[config.mk]
export PLATFORM = sky130hd
export DESIGN_NAME = multicycle_main_control
export DESIGN_NICKNAME = d
export VERILOG_FILES = /design/src/rtl/mips_ctrl_pkg.sv /design/src/rtl/mem_wait_timer.sv /design/src/rtl/multicycle_main_control.sv
export SDC_FILE = /design/constraint.sdc
export NUM_CORES = 1
export LEC_CHECK = 0
export ABC_AREA = 0
export CAP_MARGIN = 20
export CORE_MARGIN = 1
export CORE_UTILIZATION = 40
export CTS_BUF_LIST = sky130_fd_sc_hd__clkbuf_16
export DETAILED_ROUTE_END_ITERATION = 16
export PLACE_DENSITY = 0.69
export SKIP_CTS_REPAIR_TIMING = 1
export SLEW_MARGIN = 10
export SYNTH_ARGS = -nofsm -noshare
export SYNTH_HDL_FRONTEND = slang
export SYNTH_SLANG_ARGS = --single-unit
[constraint.sdc]
create_clock -name clk -period 3.15 [get_ports clk]
set_input_delay 0.4725 -clock clk [delete_from_list [all_inputs] [get_ports clk]]
set_output_delay 0.4725 -clock clk [all_outputs]
set_load 0.005 [all_outputs]
[src/rtl/mips_ctrl_pkg.sv]
// Shared encodings for the multicycle MIPS control path.
// Opcode constants, ALUOp codes driven into ALU_Control, PCSource mux codes
// and the main-control state encoding (also exported on the State debug port).
package mips_ctrl_pkg;

   localparam logic [5:0] OP_RTYPE = 6'd0;
   localparam logic [5:0] OP_J     = 6'd2;
   localparam logic [5:0] OP_BEQ   = 6'd4;
   localparam logic [5:0] OP_ORI   = 6'd13;
   localparam logic [5:0] OP_LW    = 6'd35;
   localparam logic [5:0] OP_SW    = 6'd43;

   typedef enum logic [1:0] {
      ALU_ADD   = 2'd0,
      ALU_SUB   = 2'd1,
      ALU_RTYPE = 2'd2,
      ALU_OR    = 2'd3
   } alu_op_e;

   typedef enum logic [1:0] {
      PCS_ALU    = 2'd0,
      PCS_ALUOUT = 2'd1,
      PCS_JUMP   = 2'd2,
      PCS_RS     = 2'd3
   } pc_src_e;

   typedef enum logic [3:0] {
      S_FETCH     = 4'd0,
      S_DECODE    = 4'd1,
      S_MEM_ADDR  = 4'd2,
      S_MEM_READ  = 4'd3,
      S_MEM_WB    = 4'd4,
      S_MEM_WRITE = 4'd5,
      S_EXECUTE   = 4'd6,
      S_R_WB      = 4'd7,
      S_BRANCH    = 4'd8,
      S_JUMP      = 4'd9,
      S_ORI_EXEC  = 4'd10,
      S_ORI_WB    = 4'd11,
      S_TRAP      = 4'd12
   } state_e;

   // States that wait on the memory handshake and are guarded by the timer.
   function automatic logic is_mem_wait(state_e s);
      return (s == S_FETCH) || (s == S_MEM_READ) || (s == S_MEM_WRITE);
   endfunction

endpackage

[src/rtl/mem_wait_timer.sv]
// Memory-wait timer for the main control FSM.
// Counts cycles spent waiting for Mem_Ready and flags a timeout once the count
// reaches MEM_TIMEOUT while ready is still low. Saturates instead of wrapping.
// Ports: clk, rst (sync, active-high), clear_i (state change), enable_i (in a
// memory-wait state), ready_i (Mem_Ready), timeout_o (combinational).
module mem_wait_timer #(
   parameter int MEM_TIMEOUT = 15,
   parameter int TMR_W       = 4
) (
   input  logic clk,
   input  logic rst,
   input  logic clear_i,
   input  logic enable_i,
   input  logic ready_i,
   output logic timeout_o
);

   localparam logic [TMR_W-1:0] LIMIT = TMR_W'(MEM_TIMEOUT);
   localparam logic [TMR_W-1:0] SAT   = '1;

   logic [TMR_W-1:0] cnt_q, cnt_d;

   always_comb begin
      cnt_d = cnt_q;
      if (clear_i)
         cnt_d = '0;
      else if (enable_i && !ready_i && (cnt_q != SAT))
         cnt_d = cnt_q + 1'b1;
   end

   always_ff @(posedge clk) begin
      if (rst) cnt_q <= '0;
      else     cnt_q <= cnt_d;
   end

   // Ready in the limit cycle completes the access, so ready masks the timeout.
   assign timeout_o = enable_i && !ready_i && (cnt_q >= LIMIT);

endmodule

[src/rtl/multicycle_main_control.sv]
// Multicycle MIPS main control FSM.
// Sequences fetch/decode/execute/memory/writeback, stalls on the single-port
// memory handshake, and traps on illegal opcodes or memory timeout.
// Ports: clk, rst (sync, active-high); Opcode, JumpRegister, Mem_Ready in;
// datapath controls, PCSource, ALUSrcB, ALUOp, sticky Illegal_Op/Bus_Error,
// and State (debug) out.
//
// state     | meaning
// FETCH     | read instruction, PC+4; waits for Mem_Ready
// DECODE    | branch target into ALUOut, dispatch on Opcode
// MEM_ADDR  | base + offset for lw/sw
// MEM_READ  | data read; waits for Mem_Ready
// MEM_WB    | load data to rt
// MEM_WRITE | data write; waits for Mem_Ready
// EXECUTE   | R-type ALU op, or jr when JumpRegister
// R_WB      | ALUOut to rd
// BRANCH    | beq compare, conditional PC write
// JUMP      | PC <- jump target
// ORI_EXEC  | rs | zero-ext imm
// ORI_WB    | ALUOut to rt
// TRAP      | all controls off until reset
module multicycle_main_control
   import mips_ctrl_pkg::*;
#(
   parameter int MEM_TIMEOUT = 15,
   parameter int TMR_W       = 4
) (
   input  logic       clk,
   input  logic       rst,
   input  logic [5:0] Opcode,
   input  logic       JumpRegister,
   input  logic       Mem_Ready,
   output logic       PCWrite,
   output logic       PCWriteCond,
   output logic       IorD,
   output logic       MemRead,
   output logic       MemWrite,
   output logic       IRWrite,
   output logic       MemtoReg,
   output logic       RegWrite,
   output logic       RegDst,
   output logic       ALUSrcA,
   output logic [1:0] PCSource,
   output logic [1:0] ALUSrcB,
   output logic [1:0] ALUOp,
   output logic       Illegal_Op,
   output logic       Bus_Error,
   output logic [3:0] State
);

   state_e state_q, state_d;
   logic   is_sw_q, is_sw_d;
   logic   illegal_q, illegal_d;
   logic   bus_err_q, bus_err_d;
   logic   timeout;
   logic   pc_wr, pc_wr_cond, mem_wr, ir_wr, reg_wr;

   mem_wait_timer #(
      .MEM_TIMEOUT (MEM_TIMEOUT),
      .TMR_W       (TMR_W)
   ) u_timer (
      .clk       (clk),
      .rst       (rst),
      .clear_i   (state_d != state_q),
      .enable_i  (is_mem_wait(state_q)),
      .ready_i   (Mem_Ready),
      .timeout_o (timeout)
   );

   always_ff @(posedge clk) begin
      if (rst) begin
         state_q   <= S_FETCH;
         is_sw_q   <= 1'b0;
         illegal_q <= 1'b0;
         bus_err_q <= 1'b0;
      end else begin
         state_q   <= state_d;
         is_sw_q   <= is_sw_d;
         illegal_q <= illegal_d;
         bus_err_q <= bus_err_d;
      end
   end

   always_comb begin
      state_d   = state_q;
      is_sw_d   = is_sw_q;
      illegal_d = illegal_q;
      bus_err_d = bus_err_q;
      unique case (state_q)
         S_FETCH: begin
            if (Mem_Ready)    state_d = S_DECODE;
            else if (timeout) begin
               state_d   = S_TRAP;
               bus_err_d = 1'b1;
            end
         end
         S_DECODE: begin
            // Only place Opcode is looked at; lw/sw choice is carried forward.
            is_sw_d = (Opcode == OP_SW);
            case (Opcode)
               OP_LW, OP_SW: state_d = S_MEM_ADDR;
               OP_RTYPE:     state_d = S_EXECUTE;
               OP_BEQ:       state_d = S_BRANCH;
               OP_J:         state_d = S_JUMP;
               OP_ORI:       state_d = S_ORI_EXEC;
               default: begin
                  state_d   = S_TRAP;
                  illegal_d = 1'b1;
               end
            endcase
         end
         S_MEM_ADDR:  state_d = is_sw_q ? S_MEM_WRITE : S_MEM_READ;
         S_MEM_READ, S_MEM_WRITE: begin
            if (Mem_Ready)    state_d = (state_q == S_MEM_READ) ? S_MEM_WB : S_FETCH;
            else if (timeout) begin
               state_d   = S_TRAP;
               bus_err_d = 1'b1;
            end
         end
         S_EXECUTE:   state_d = JumpRegister ? S_FETCH : S_R_WB;
         S_ORI_EXEC:  state_d = S_ORI_WB;
         S_TRAP:      state_d = S_TRAP;
         default:     state_d = S_FETCH;
      endcase
   end

   always_comb begin
      pc_wr       = 1'b0;
      pc_wr_cond  = 1'b0;
      mem_wr      = 1'b0;
      ir_wr       = 1'b0;
      reg_wr      = 1'b0;
      IorD        = 1'b0;
      MemRead     = 1'b0;
      MemtoReg    = 1'b0;
      RegDst      = 1'b0;
      ALUSrcA     = 1'b0;
      PCSource    = PCS_ALU;
      ALUSrcB     = 2'd0;
      ALUOp       = ALU_ADD;
      unique case (state_q)
         S_FETCH: begin
            MemRead = 1'b1;
            ALUSrcB = 2'd1;
            ir_wr   = Mem_Ready;
            pc_wr   = Mem_Ready;
         end
         S_DECODE:    ALUSrcB = 2'd3;
         S_MEM_ADDR: begin
            ALUSrcA = 1'b1;
            ALUSrcB = 2'd2;
         end
         S_MEM_READ: begin
            MemRead = 1'b1;
            IorD    = 1'b1;
         end
         S_MEM_WB: begin
            reg_wr   = 1'b1;
            MemtoReg = 1'b1;
         end
         S_MEM_WRITE: begin
            mem_wr = 1'b1;
            IorD   = 1'b1;
         end
         S_EXECUTE: begin
            ALUSrcA = 1'b1;
            ALUOp   = ALU_RTYPE;
            if (JumpRegister) begin
               pc_wr    = 1'b1;
               PCSource = PCS_RS;
            end
         end
         S_R_WB: begin
            reg_wr = 1'b1;
            RegDst = 1'b1;
         end
         S_BRANCH: begin
            ALUSrcA    = 1'b1;
            ALUOp      = ALU_SUB;
            pc_wr_cond = 1'b1;
            PCSource   = PCS_ALUOUT;
         end
         S_JUMP: begin
            pc_wr    = 1'b1;
            PCSource = PCS_JUMP;
         end
         S_ORI_EXEC: begin
            ALUSrcA = 1'b1;
            ALUSrcB = 2'd2;
            ALUOp   = ALU_OR;
         end
         S_ORI_WB:    reg_wr = 1'b1;
         default: ;
      endcase
   end

   // Write enables are suppressed while reset is held so nothing is corrupted.
   assign PCWrite     = pc_wr      & ~rst;
   assign PCWriteCond = pc_wr_cond & ~rst;
   assign MemWrite    = mem_wr     & ~rst;
   assign IRWrite     = ir_wr      & ~rst;
   assign RegWrite    = reg_wr     & ~rst;

   assign Illegal_Op  = illegal_q;
   assign Bus_Error   = bus_err_q;
   assign State       = state_q;

endmodule

# == Word-level counts from Yosys, hierarchy flattened ==
# Cells that the tools add are included.
# op_classes
addsub,1
multipliers,0
div,0
n_lt_le_gt_ge,1
eq_ne,19
shift,0
n_mux,23
bitwise,8
n_reduce_logical,19
# ops
operator,n
4-bit case mux with 7 select lines,1
"4-bit equality test, second input constant",5
4-bit case mux with 5 select lines,1
2-bit case mux with 3 select lines,3
"4-bit by 3-bit equality test with 1-bit output, second input constant",4
"6-bit equality test, second input constant",2
4-bit two-way mux,3
1-bit two-way mux,10
2-bit OR reduction,5
3-bit two-way mux,3
"4-bit by 2-bit equality test with 1-bit output, second input constant",2
"6-bit by 2-bit equality test with 1-bit output, second input constant",1
"6-bit by 3-bit equality test with 1-bit output, second input constant",1
"6-bit by 4-bit equality test with 1-bit output, second input constant",1
6-bit logical NOT,1
3-bit OR reduction,2
6-bit OR reduction,1
1-bit bitwise AND,5
"4-bit by 1-bit adder with 4-bit output, second input constant",1
"4-bit by 1-bit equality test with 1-bit output, second input constant",1
"4-bit greater-or-equal comparator, second input constant",1
4-bit logical NOT,1
4-bit inequality test,1
"4-bit inequality test, second input constant",1
9 further kinds,14
# word_totals
reg_bits,11
latch_bits,0
ram_bits,0
romBits,0
inputBits,10
elab_cells,76
n_memories,0

# == Longest topological paths before layout ==
# depth
ltp_word,10
depth_mapped,7
ltp_nobuf,5

# == By module ==
# A second synthesis with hierarchy kept.
# hier_totals
cells_unflattened,156
hier_area_um2,1101.1
# by_module_without_submodules
module,n_inst,cells_each,area_each_um2,seq_area_each_um2
multicycle_main_control,1,130,878.3,140.1
mem_wait_timer,1,26,222.7,80.1

# == Least setup slack after synthesis ==
# Ideal clock, no wire load.
# synth_timing
path_type,register to output
from,register state_q[0] (netlist: State[0])
to,output ALUSrcB[1]
t_arrival_ps,1270
required_ps,2677
path_slack_ps,1407
path_stages_with_launch,5
n_path_buf,2
path_cell_list,dfxtp_1 > clkbuf_1 > clkbuf_1 > nand3b_1 > a21oi_1
# synth_between
elab_chain_cells,3
elab_cells_between_ends,6
# synth_lines
item,line,source
start: declaration,multicycle_main_control.sv:51,"state_e state_q, state_d;"
start signal: assignment,multicycle_main_control.sv:77,state_q <= state_d;
4-bit equality test or 4-bit by 2-bit equality test with 1-bit output (tied branches),multicycle_main_control.sv:141,unique case (state_q)
2-bit OR reduction (no source line),--,
2-bit case mux with 3 select lines *,multicycle_main_control.sv:141,
end: declaration,multicycle_main_control.sv:44,"output logic [1:0] ALUSrcB,"
# Mark *: on every way between the ends. The rest lies on a longest branch, timed or not.

# == Worst setup path in the final report ==
# layout_timing
from,input Mem_Ready
to,output PCWrite
# layout_between
elab_chain_cells,2
# layout_lines
item,line,source
start: declaration,multicycle_main_control.sv:32,"input logic Mem_Ready,"
1-bit case mux with 3 select lines,multicycle_main_control.sv:141,
1-bit bitwise AND,multicycle_main_control.sv:198,assign PCWrite = pc_wr & ~rst;
end: declaration,multicycle_main_control.sv:33,"output logic PCWrite,"
# No other way between the ends.

==> metrics.md <==
| Metric | Value |
|---|---|
| Status | `completed` |
| 1st-iter DRT viols | `31` |
| WL final | `2570 um` |
| Hold WS | `474 ps` |
| Post-synthesis instance area | `943 um2` |
| Vias in the first global route | `935` |
| Layout Skew | `6.29 ps` |
| Core area | `2210 um2` |
| Vias per Instance | `5.68` |
| Cell with the most instances after synthesis | `nor2_1` |
| Final Util | `0.609` |
| Crit path capture type | `primary output` |
| # diodes | `0` |
| Pre-CTS WS | `572 ps` |
| Post-synth top area share | `0.233` |
| Seq pwr share | `0.294` |
| Synth Flop Type | `dfxtp_1` |
| Post-synth EDFFs | `0` |
| Placed Area | `1270 um2` |
| Clk pwr share | `0.414` |
| Final setup vio count | `0` |
| Fin. Hold Viols | `0` |
| H-tree levels | `1` |
| Ports | `32` |
| Via count | `1067` |
| Fin nets | `172` |
| Synth area leaders | `dfxtp_1 (23%), a21oi_1 (6.9%), nor2_1 (6.8%)` |
| Pwr/cell area | `413 nW/um2` |
| Clk sinks | `11` |
| Max-slew violations | `0` |
| Internal cell power | `0.401 mW` |
| Maximum buffer depth of the clock tree | `2` |
| Initial Util | `0.426` |
| Clock Latency Late Sink | `240 ps` |
| Reg clk slew, reported paths | `40 ps` |
| Final Non-Filler Cells | `188` |
| Cells after synthesis | `131` |
| Share of cells above drive strength 1 | `0.0563` |
| Leak Pwr | `0.472 nW` |
| Tcrit/Tclk final | `0.827` |
| Worst VDD drop | `0.335 mV` |
| Overall routing resource usage | `0.208` |
| GPL Wtd Cong | `0.866` |
| Largest area contributor in the netlist | `dfxtp_1` |
| First-pass GRT wire length | `4150 um` |
| DIE WIDTH | `50.6 um` |
| Synthesis warning total | `0` |
| Worst setup margin | `544 ps` |
| Full die area | `2560 um2` |
| Asr flop ratio synth | `0` |
| Distinct cell type count after synthesis | `44` |
| Post-route ant nets | `0` |
| Psw | `0.154 mW` |
| Largest net degree at the start of global routing | `23` |
| Buffers on Ports | `31` |
| Total negative slack | `0 ps` |
| Num rows | `17` |
| Worst slew pin tran | `643 ps` |
| Post-DP HPWL | `1840 um` |
| Routed len/inst | `13.7 um` |
| # DRC | `0` |
| Min cycle time layout | `2610 ps` |
| Final global-route overflow total | `0` |
| Launching element type of the critical path | `primary input` |
| Combinational Power Share | `0.292` |
| Max FO, Critical Path | `2` |
| Synth-to-Final Area Change | `42.7%` |
| Die height | `50.6 um` |
| Fraction of power spent switching nets | `0.278` |
| Synth Register Bits | `11` |
| Initial antenna violation count | `0` |
| Commonest cells in the netlist | `nor2_1 (17), a21oi_1 (13), dfxtp_1 (11)` |
| Power after layout | `0.555 mW` |
| Worst EP arrival | `2130 ps` |
| Mapped Nets | `142` |
| Design area | `1350 um2` |
| CTS tree | `built` |
| Clock buffer count from CTS | `3` |
| HP Class | `reg -> reg` |
| Register area share after synthesis | `0.233` |
| Dpl cells | `184` |
| FMAX | `384 MHz` |
| Max-Cap Viols | `0` |
| Unrepaired setup endpoints after global routing | `no` |
| TritonRoute pass-1 iters | `4` |
| Syn Area/Cell | `7.20 um2` |
| Slew headroom | `0.571` |
| Root buffer cell | `clkbuf_16` |
| CP Class | `in -> out` |
| Worst Path Required | `2680 ps` |
## sequential cells by signal, summed over array words and instances (netlist names)
register,flops
State,4
u_timer.cnt_q,4
Bus_Error,1
Illegal_Op,1
is_sw_q,1
## logic make-up (layout without fill, tap and decap cells)
family	after synthesis	count (layout)	synth area share
mux	1	1	0.0106
flops	11	11	0.233
xor+xnor	4	4	0.0371
buf+inv	10	39	0.0504
simple gates	69	69	0.412
fa+ha+maj	1	1	0.0133
compound gates	35	35	0.243
## cell type report
type,count,area (um2)
fill,205,866
multi-input combinational,110,676
clock buffer,3,75.1
inverter,1,3.75
sequential,11,220
clock inverter,1,3.75
tap,28,35.0
timing repair buffer,34,333
## routing by layer
| metal | vias up | GRT usage | share of wire |
|---|---|---|---|
| met5 | - | 0 | 0 |
| met4 | 0 | 0.0694 | 0.0047 |
| met3 | 2 | 0.0333 | 0.070 |
| met2 | 49 | 0.340 | 0.45 |
| met1 | 470 | 0.274 | 0.48 |
| li1 | 546 | - | - |
## worst paths after layout
check	start	to	slack [ps]	cells past startpoint
worst max-delay path	Mem_Ready	PCWrite	540	6
worst min-delay path	Illegal_Op	Illegal_Op	470	2
worst max register to register	State[0]	State[1]	1160	5
worst min register to register	Illegal_Op	Illegal_Op	470	2
## critical path: stages
cell,delay [ps]
clkdlybuf4s50_1,490
nor3b_1,200
a31oi_1,60
o32a_1,310
nor2_1,90
clkdlybuf4s50_1,510
## cells in the final DEF (no fill, tap or decap), types with 2 or more instances in the layout
master            n
a21oi_1          13
o31ai_1           2
inv_1             2
nand3b_1          2
a31oi_1           4
nor2_1           17
clkbuf_16         3
nor4_1            4
nand2b_1          5
xnor2_1           3
nor2b_1           5
and3_1            5
nor3b_1           3
o21ai_0           4
nand3_1           3
nor3_1            8
clkdlybuf4s50_1  31
a211oi_1          2
dfxtp_1          11
nand2_1           7
buf_4             3
o22ai_1           2
## power by group through the flow
stage	Clock (mW)	Sequential [mW]	Combinational [mW]
global placement	0	0.165	0.159
CTS	0.233	0.163	0.162
global route	0.238	0.164	0.176
floorplan	0	0.156	0.0988
detailed placement	0	0.165	0.161
finish	0.230	0.163	0.162
Note: power is estimated with default switching activity, not from simulation.
